[config.mk]
export PLATFORM = sky130hd
export DESIGN_NAME = instr_fetch_unit
export DESIGN_NICKNAME = d
export VERILOG_FILES = /design/src/rtl/instr_fetch_unit.sv
export SDC_FILE = /design/constraint.sdc
export NUM_CORES = 1
export LEC_CHECK = 0
export CAP_MARGIN = 25
export CORE_ASPECT_RATIO = 0.75
export CORE_UTILIZATION = 49
export CTS_CLUSTER_SIZE = 40
export DETAILED_ROUTE_END_ITERATION = 8
export PLACE_DENSITY = 0.8
export SLEW_MARGIN = 15
export SYNTH_ARGS = -nofsm -noshare
export SYNTH_HDL_FRONTEND = slang
export SYNTH_SLANG_ARGS = --single-unit
[constraint.sdc]
create_clock -name clk -period 3 [get_ports clk]
set_input_delay 0.9 -clock clk [delete_from_list [all_inputs] [get_ports clk]]
set_output_delay 0.9 -clock clk [all_outputs]
set_load 0.01 [all_outputs]
[src/rtl/instr_fetch_unit.sv]
// Instruction fetch unit: PC sequencing with one delay slot per redirect,
// stall-deferred redirects, halt on PC zero and fault on misaligned targets.
module instr_fetch_unit #(
    parameter logic [31:0] RESET_VECTOR = 32'hBFC00000,
    parameter int unsigned COUNT_W      = 16
) (
    input  logic               clk,
    input  logic               rst_n,
    input  logic               stall,
    input  logic               redirect_valid,
    input  logic [31:0]        redirect_target,
    output logic [31:0]        instr_addr,
    input  logic [31:0]        instr_in,
    output logic               fetch_valid,
    output logic [31:0]        fetch_instr,
    output logic [31:0]        fetch_pc,
    output logic               active,
    output logic               fault,
    output logic [COUNT_W-1:0] fetch_count
);

    localparam int unsigned ADDR_W = 32;

    typedef enum logic [1:0] {
        RUN   = 2'd0,
        PEND  = 2'd1,
        HALT  = 2'd2,
        FAULT = 2'd3
    } state_t;

    state_t              r_state;
    state_t              w_state_nx;
    logic [ADDR_W-1:0]   r_pc;
    logic [ADDR_W-1:0]   w_pc_nx;
    logic [ADDR_W-1:0]   r_pending;
    logic [ADDR_W-1:0]   w_pending_nx;
    logic                r_fetch_valid;
    logic [ADDR_W-1:0]   r_fetch_instr;
    logic [ADDR_W-1:0]   r_fetch_pc;
    logic                r_active;
    logic                w_active_nx;
    logic                r_fault;
    logic                w_fault_nx;
    logic [COUNT_W-1:0]  r_count;
    logic                w_deliver;
    logic                w_pc_zero;

    assign instr_addr  = r_pc;
    assign fetch_valid = r_fetch_valid;
    assign fetch_instr = r_fetch_instr;
    assign fetch_pc    = r_fetch_pc;
    assign active      = r_active;
    assign fault       = r_fault;
    assign fetch_count = r_count;

    assign w_pc_zero = (r_pc == '0);

    // State, PC and fetch output registers
    always_ff @(posedge clk or negedge rst_n) begin
        if (!rst_n) begin
            r_state       <= RUN;
            r_pc          <= RESET_VECTOR;
            r_pending     <= '0;
            r_fetch_valid <= 1'b0;
            r_fetch_instr <= '0;
            r_fetch_pc    <= '0;
            r_active      <= 1'b1;
            r_fault       <= 1'b0;
            r_count       <= '0;
        end else begin
            r_state       <= w_state_nx;
            r_pc          <= w_pc_nx;
            r_pending     <= w_pending_nx;
            r_fetch_valid <= w_deliver;
            r_active      <= w_active_nx;
            r_fault       <= w_fault_nx;
            if (w_deliver) begin
                r_fetch_instr <= instr_in;
                r_fetch_pc    <= r_pc;
                if (r_count != '1) begin
                    r_count <= r_count + COUNT_W'(1);
                end
            end
        end
    end

    // Next-state, next-PC and delivery decision
    always_comb begin
        w_state_nx   = r_state;
        w_pc_nx      = r_pc;
        w_pending_nx = r_pending;
        w_fault_nx   = r_fault;
        w_deliver    = 1'b0;

        case (r_state)
            RUN: begin
                if (!stall) begin
                    if (w_pc_zero) begin
                        w_state_nx = HALT;
                    end else begin
                        w_deliver = 1'b1;
                        if (redirect_valid) begin
                            // Current fetch is the delay slot
                            w_pc_nx = redirect_target;
                            if (redirect_target[1:0] != 2'b00) begin
                                w_state_nx = FAULT;
                                w_fault_nx = 1'b1;
                            end
                        end else begin
                            w_pc_nx = r_pc + ADDR_W'(4);
                        end
                    end
                end else if (redirect_valid && !w_pc_zero) begin
                    w_pending_nx = redirect_target;
                    w_state_nx   = PEND;
                end
            end
            PEND: begin
                if (!stall) begin
                    w_deliver = !w_pc_zero;
                    w_pc_nx   = r_pending;
                    if (r_pending[1:0] != 2'b00) begin
                        w_state_nx = FAULT;
                        w_fault_nx = 1'b1;
                    end else begin
                        w_state_nx = RUN;
                    end
                end
            end
            HALT:    w_state_nx = HALT;
            FAULT:   w_state_nx = FAULT;
            default: w_state_nx = RUN;
        endcase

        w_active_nx = (w_state_nx == RUN) || (w_state_nx == PEND);
    end

endmodule

==> metrics.md <==
| Metric | Value |
|---|---|
| Crit share post-route | 96.68% |
| Largest net degree at the start of global routing | 60 |
| Cells after DPL | 1022 |
| Yosys reg bits | 149 |
| CTS Hold Bufs | 0 |
| Most common cell after layout, fill and taps aside | clkdlybuf4s50_1 |
| Drt via density | 5.791 |
| First-pass detailed-route iteration total | 5 |
| Peak supply drop | 0.5790 mV |
| Setup Buffers After CTS | 0 |
| CP max FO | 59 |
| Initial antenna violation count | 0 |
| Status | complete, no violations |
| Number of maximum-capacitance violations | 0 |
| Worst-Skew Late Latency | 0.43 ns |
| Worst path max stage delay | 0.56 ns |
| Number of diodes | 0 |
| Clock sinks | 149 |
| Sequential share of the synthesized area | 52.77% |
| Initial core utilization | 50.88% |
| Slowest cell on crit path | nor4_1 |
| GRT overflow | 0 |
| Max Clk Rate | 344.8 MHz |
| Worst-path clk slew | 0.06 ns |
| Post-DR wirelength/cell | 19.84 um |
| Clk root buf | clkbuf_16 |
| DRT antenna net count | 0 |
| Avg Cell Area, Syn | 10.91 um2 |
| Yosys warns | 0 |
| Worst hold-check path type | input port to async pin |
| Slew margin rel. | 43.12% |
| Pins Over Slew Limit | 0 |
| Post-route DRC | 0 |
| Worst-margin pin slew | 0.8468 ns |
| Element type at the critical path end | flip-flop |
| Die Wd | 140.9 um |
| Post-Synthesis Cell Area | 0.007089 mm2 |
| RSZ-0062 raised after global routing | no |
| Number of global-route vias before repair | 6101 |
| Crit Path Class | flip-flop to flip-flop |
| Cts repair resizes | 0 |
| Power per cell area | 839.4 mW/mm2 |
| Die area | 0.01496 mm2 |
| Overall routing resource usage | 29.48% |
| Maximum clock path buffer count | 2 |
| Synthesized net count | 721 |
| Setup Viol. Count Final | 0 |
| Die height | 106.2 um |
| Placement Rows | 37 |
| Placeable Area | 0.01393 mm2 |
| R2r setup slk | 0.1 ns |
| Crit path DAT | 3.21 ns |
| Final Wtd Congestion | 0.9537 |
| Nature of the critical path startpoint | flip-flop |
| Async S/R FF share, synth | 100.0% |
| H-tree levels | 4 |
| Min Tclk post-route | 2.900 ns |
| Top Ports | 183 |
| Clock buffer count from CTS | 17 |
| Global-route wire length before repair | 33310 um |
| Fraction of layout cells with a size suffix above 1 | 20.37% |
| # port buffers | 182 |
| Layout Skew | 0.01175 ns |
| Synth cell types | 56 |
| DRT Wirelength | 20910 um |
| FF-to-FF path depth | 6 |
| Most frequent cells in the layout | clkdlybuf4s50_1, dfrtp_1, mux2_2 |
| Non-Filler Instances | 1054 |
| Worst reg2reg endpoint | fetch_instr[13]$_DFFE_PN0P_ |
| CTS tree | built |
| Crit path required time | 3.31 ns |
| Setup TNS | 0 ns |
| Initial DRC Count | 568 |
| Area Overhead vs Synth | 40.40% |
| CP cell instances | nor4_1 -> nand4_1 -> o21ai_4 -> buf_4 -> buf_12 -> mux2_2 |
| Nets@finish | 917 |
| Hpwl dp | 14990 um |
| Lkg Pwr | 0.004352 uW |
| Via count | 6104 |
| Number of synthesized flops with an enable pin | 0 |
| Final hold vios | 0 |
| Synth Flop Type | dfrtp_1 |
| Reg-to-Reg Start | instr_addr[4]$_DFFE_PN0P_ |
| Post-synthesis cell count | 650 |
-- state kept, by name (all words and copies together) (netlist names) --
signal	flops
fetch_instr	32
fetch_count	16
r_state	2
fault	1
active	1
instr_addr	32
fetch_valid	1
r_pending	32
fetch_pc	32
-- per-layer routing --
| layer | track usage, % | wire length, um | vias to the layer above |
|---|---|---|---|
| met2 | 45.84 | 9600 | 280 |
| met1 | 40.33 | 8935 | 3027 |
| li1 | - | - | 2767 |
| met5 | 0 | 0 | - |
| met4 | 8.929 | 341 | 0 |
| met3 | 8.153 | 2033 | 30 |
-- worst max-delay path, delay by kind of cell (launching register included) --
family	cells	cell delay [ns]
AO/OA/AOI/OAI	1	0.42
buffers and inverters	2	0.59
flip-flops	1	0.39
multiplexers	1	0.38
AND/OR/NAND/NOR	2	0.95
-- through the flow --
step / area (um2) / power, uW / hold WS [ns] / util (%) / setup slack (ns)
floorplan: 7089 / 4333 / 0.4386 / - / 0.5764
global placement: 9324 / 5989 / 0.4429 / 66.91 / 0.2373
detailed placement: 9324 / 6097 / 0.4552 / 66.91 / 0.1591
CTS: 9953 / 8380 / 0.4461 / 71.43 / 0.1352
global route: 9953 / 8750 / 0.4578 / 71.43 / 0.008748
finish: 9953 / 8355 / 0.4365 / 71.43 / 0.09963
-- where the power goes --
part	total [uW]	switching [uW]	internal [uW]
Clock	2270	917	1360
Combinational	2920	1300	1620
Sequential	3160	513	2650
Total	8360	2730	5630
-- logic make-up after synthesis --
logic type,after synthesis,share of synthesized area [%]
adders and majority gates,3,0.5295
muxes,91,14.38
DFF,149,52.77
buffers and inverters,61,3.477
and+or+nand+nor,184,13.40
AOI/OAI and AO/OA,136,12.23
xor gates and xnor gates,26,3.212
-- final cells by class --
| cell class | count | area, um2 |
|---|---|---|
| fillers | 998 | 3981 |
| flip-flops and latches | 149 | 3741 |
| multi-input cells | 440 | 3122 |
| repair buffers | 221 | 2153 |
| clock buffers | 18 | 439.2 |
| well taps | 195 | 244.0 |
| clock inverters | 14 | 190.2 |
| inverters | 17 | 63.81 |
-- how the worst max path moves through the flow --
stage	from	end	slack, ns	cells past startpoint
6_report	instr_addr[4]$_DFFE_PN0P_	fetch_instr[13]$_DFFE_PN0P_	0.1	6
5_1_grt	instr_addr[4]$_DFFE_PN0P_	fetch_instr[20]$_DFFE_PN0P_	0.009	6
4_1_cts	instr_addr[4]$_DFFE_PN0P_	fetch_instr[19]$_DFFE_PN0P_	0.14	6
3_5_place_dp	instr_addr[4]$_DFFE_PN0P_	fetch_instr[13]$_DFFE_PN0P_	0.16	6
3_3_place_gp	instr_addr[4]$_DFFE_PN0P_	fetch_instr[29]$_DFFE_PN0P_	0.24	6
2_1_floorplan	stall	fetch_count[12]$_DFFE_PN0P_	0.58	4
-- cell usage after synthesis (2+ instances only) --
cell / count / area [um2]
nand2b_1: 6 / 37.54
mux2i_1: 4 / 40.04
nand3_1: 19 / 95.09
nand4_1: 12 / 75.07
buf_2: 14 / 70.07
a21oi_1: 40 / 200.2
or3_1: 5 / 31.28
xnor2_1: 10 / 87.58
o2bb2ai_1: 2 / 17.52
nand2_1: 53 / 198.9
a311o_1: 2 / 20.02
o311ai_0: 3 / 26.28
a31o_2: 2 / 17.52
nor4_1: 23 / 143.9
inv_1: 17 / 63.81
nor2_1: 27 / 101.4
dfrtp_1: 139 / 3478
o21a_1: 9 / 67.56
and3_1: 7 / 43.79
and4_1: 4 / 35.03
nor4b_1: 2 / 17.52
o211ai_1: 6 / 45.04
mux2_2: 85 / 957.2
dfstp_2: 10 / 262.8
a21o_1: 5 / 37.54
a31oi_1: 9 / 56.30
xor2_1: 16 / 140.1
a22oi_1: 5 / 37.54
a211o_1: 3 / 26.28
and2_1: 2 / 12.51
o31ai_1: 2 / 15.01
clkbuf_1: 29 / 108.9
o21ai_0: 33 / 165.2
or2_2: 3 / 18.77
a22o_1: 2 / 17.52
nor2b_1: 2 / 12.51
mux2_1: 2 / 22.52
ha_1: 3 / 37.54
nor3_1: 14 / 70.07
a41oi_1: 2 / 17.52
o2111ai_1: 2 / 17.52
Power figures use the tool's default switching activity.
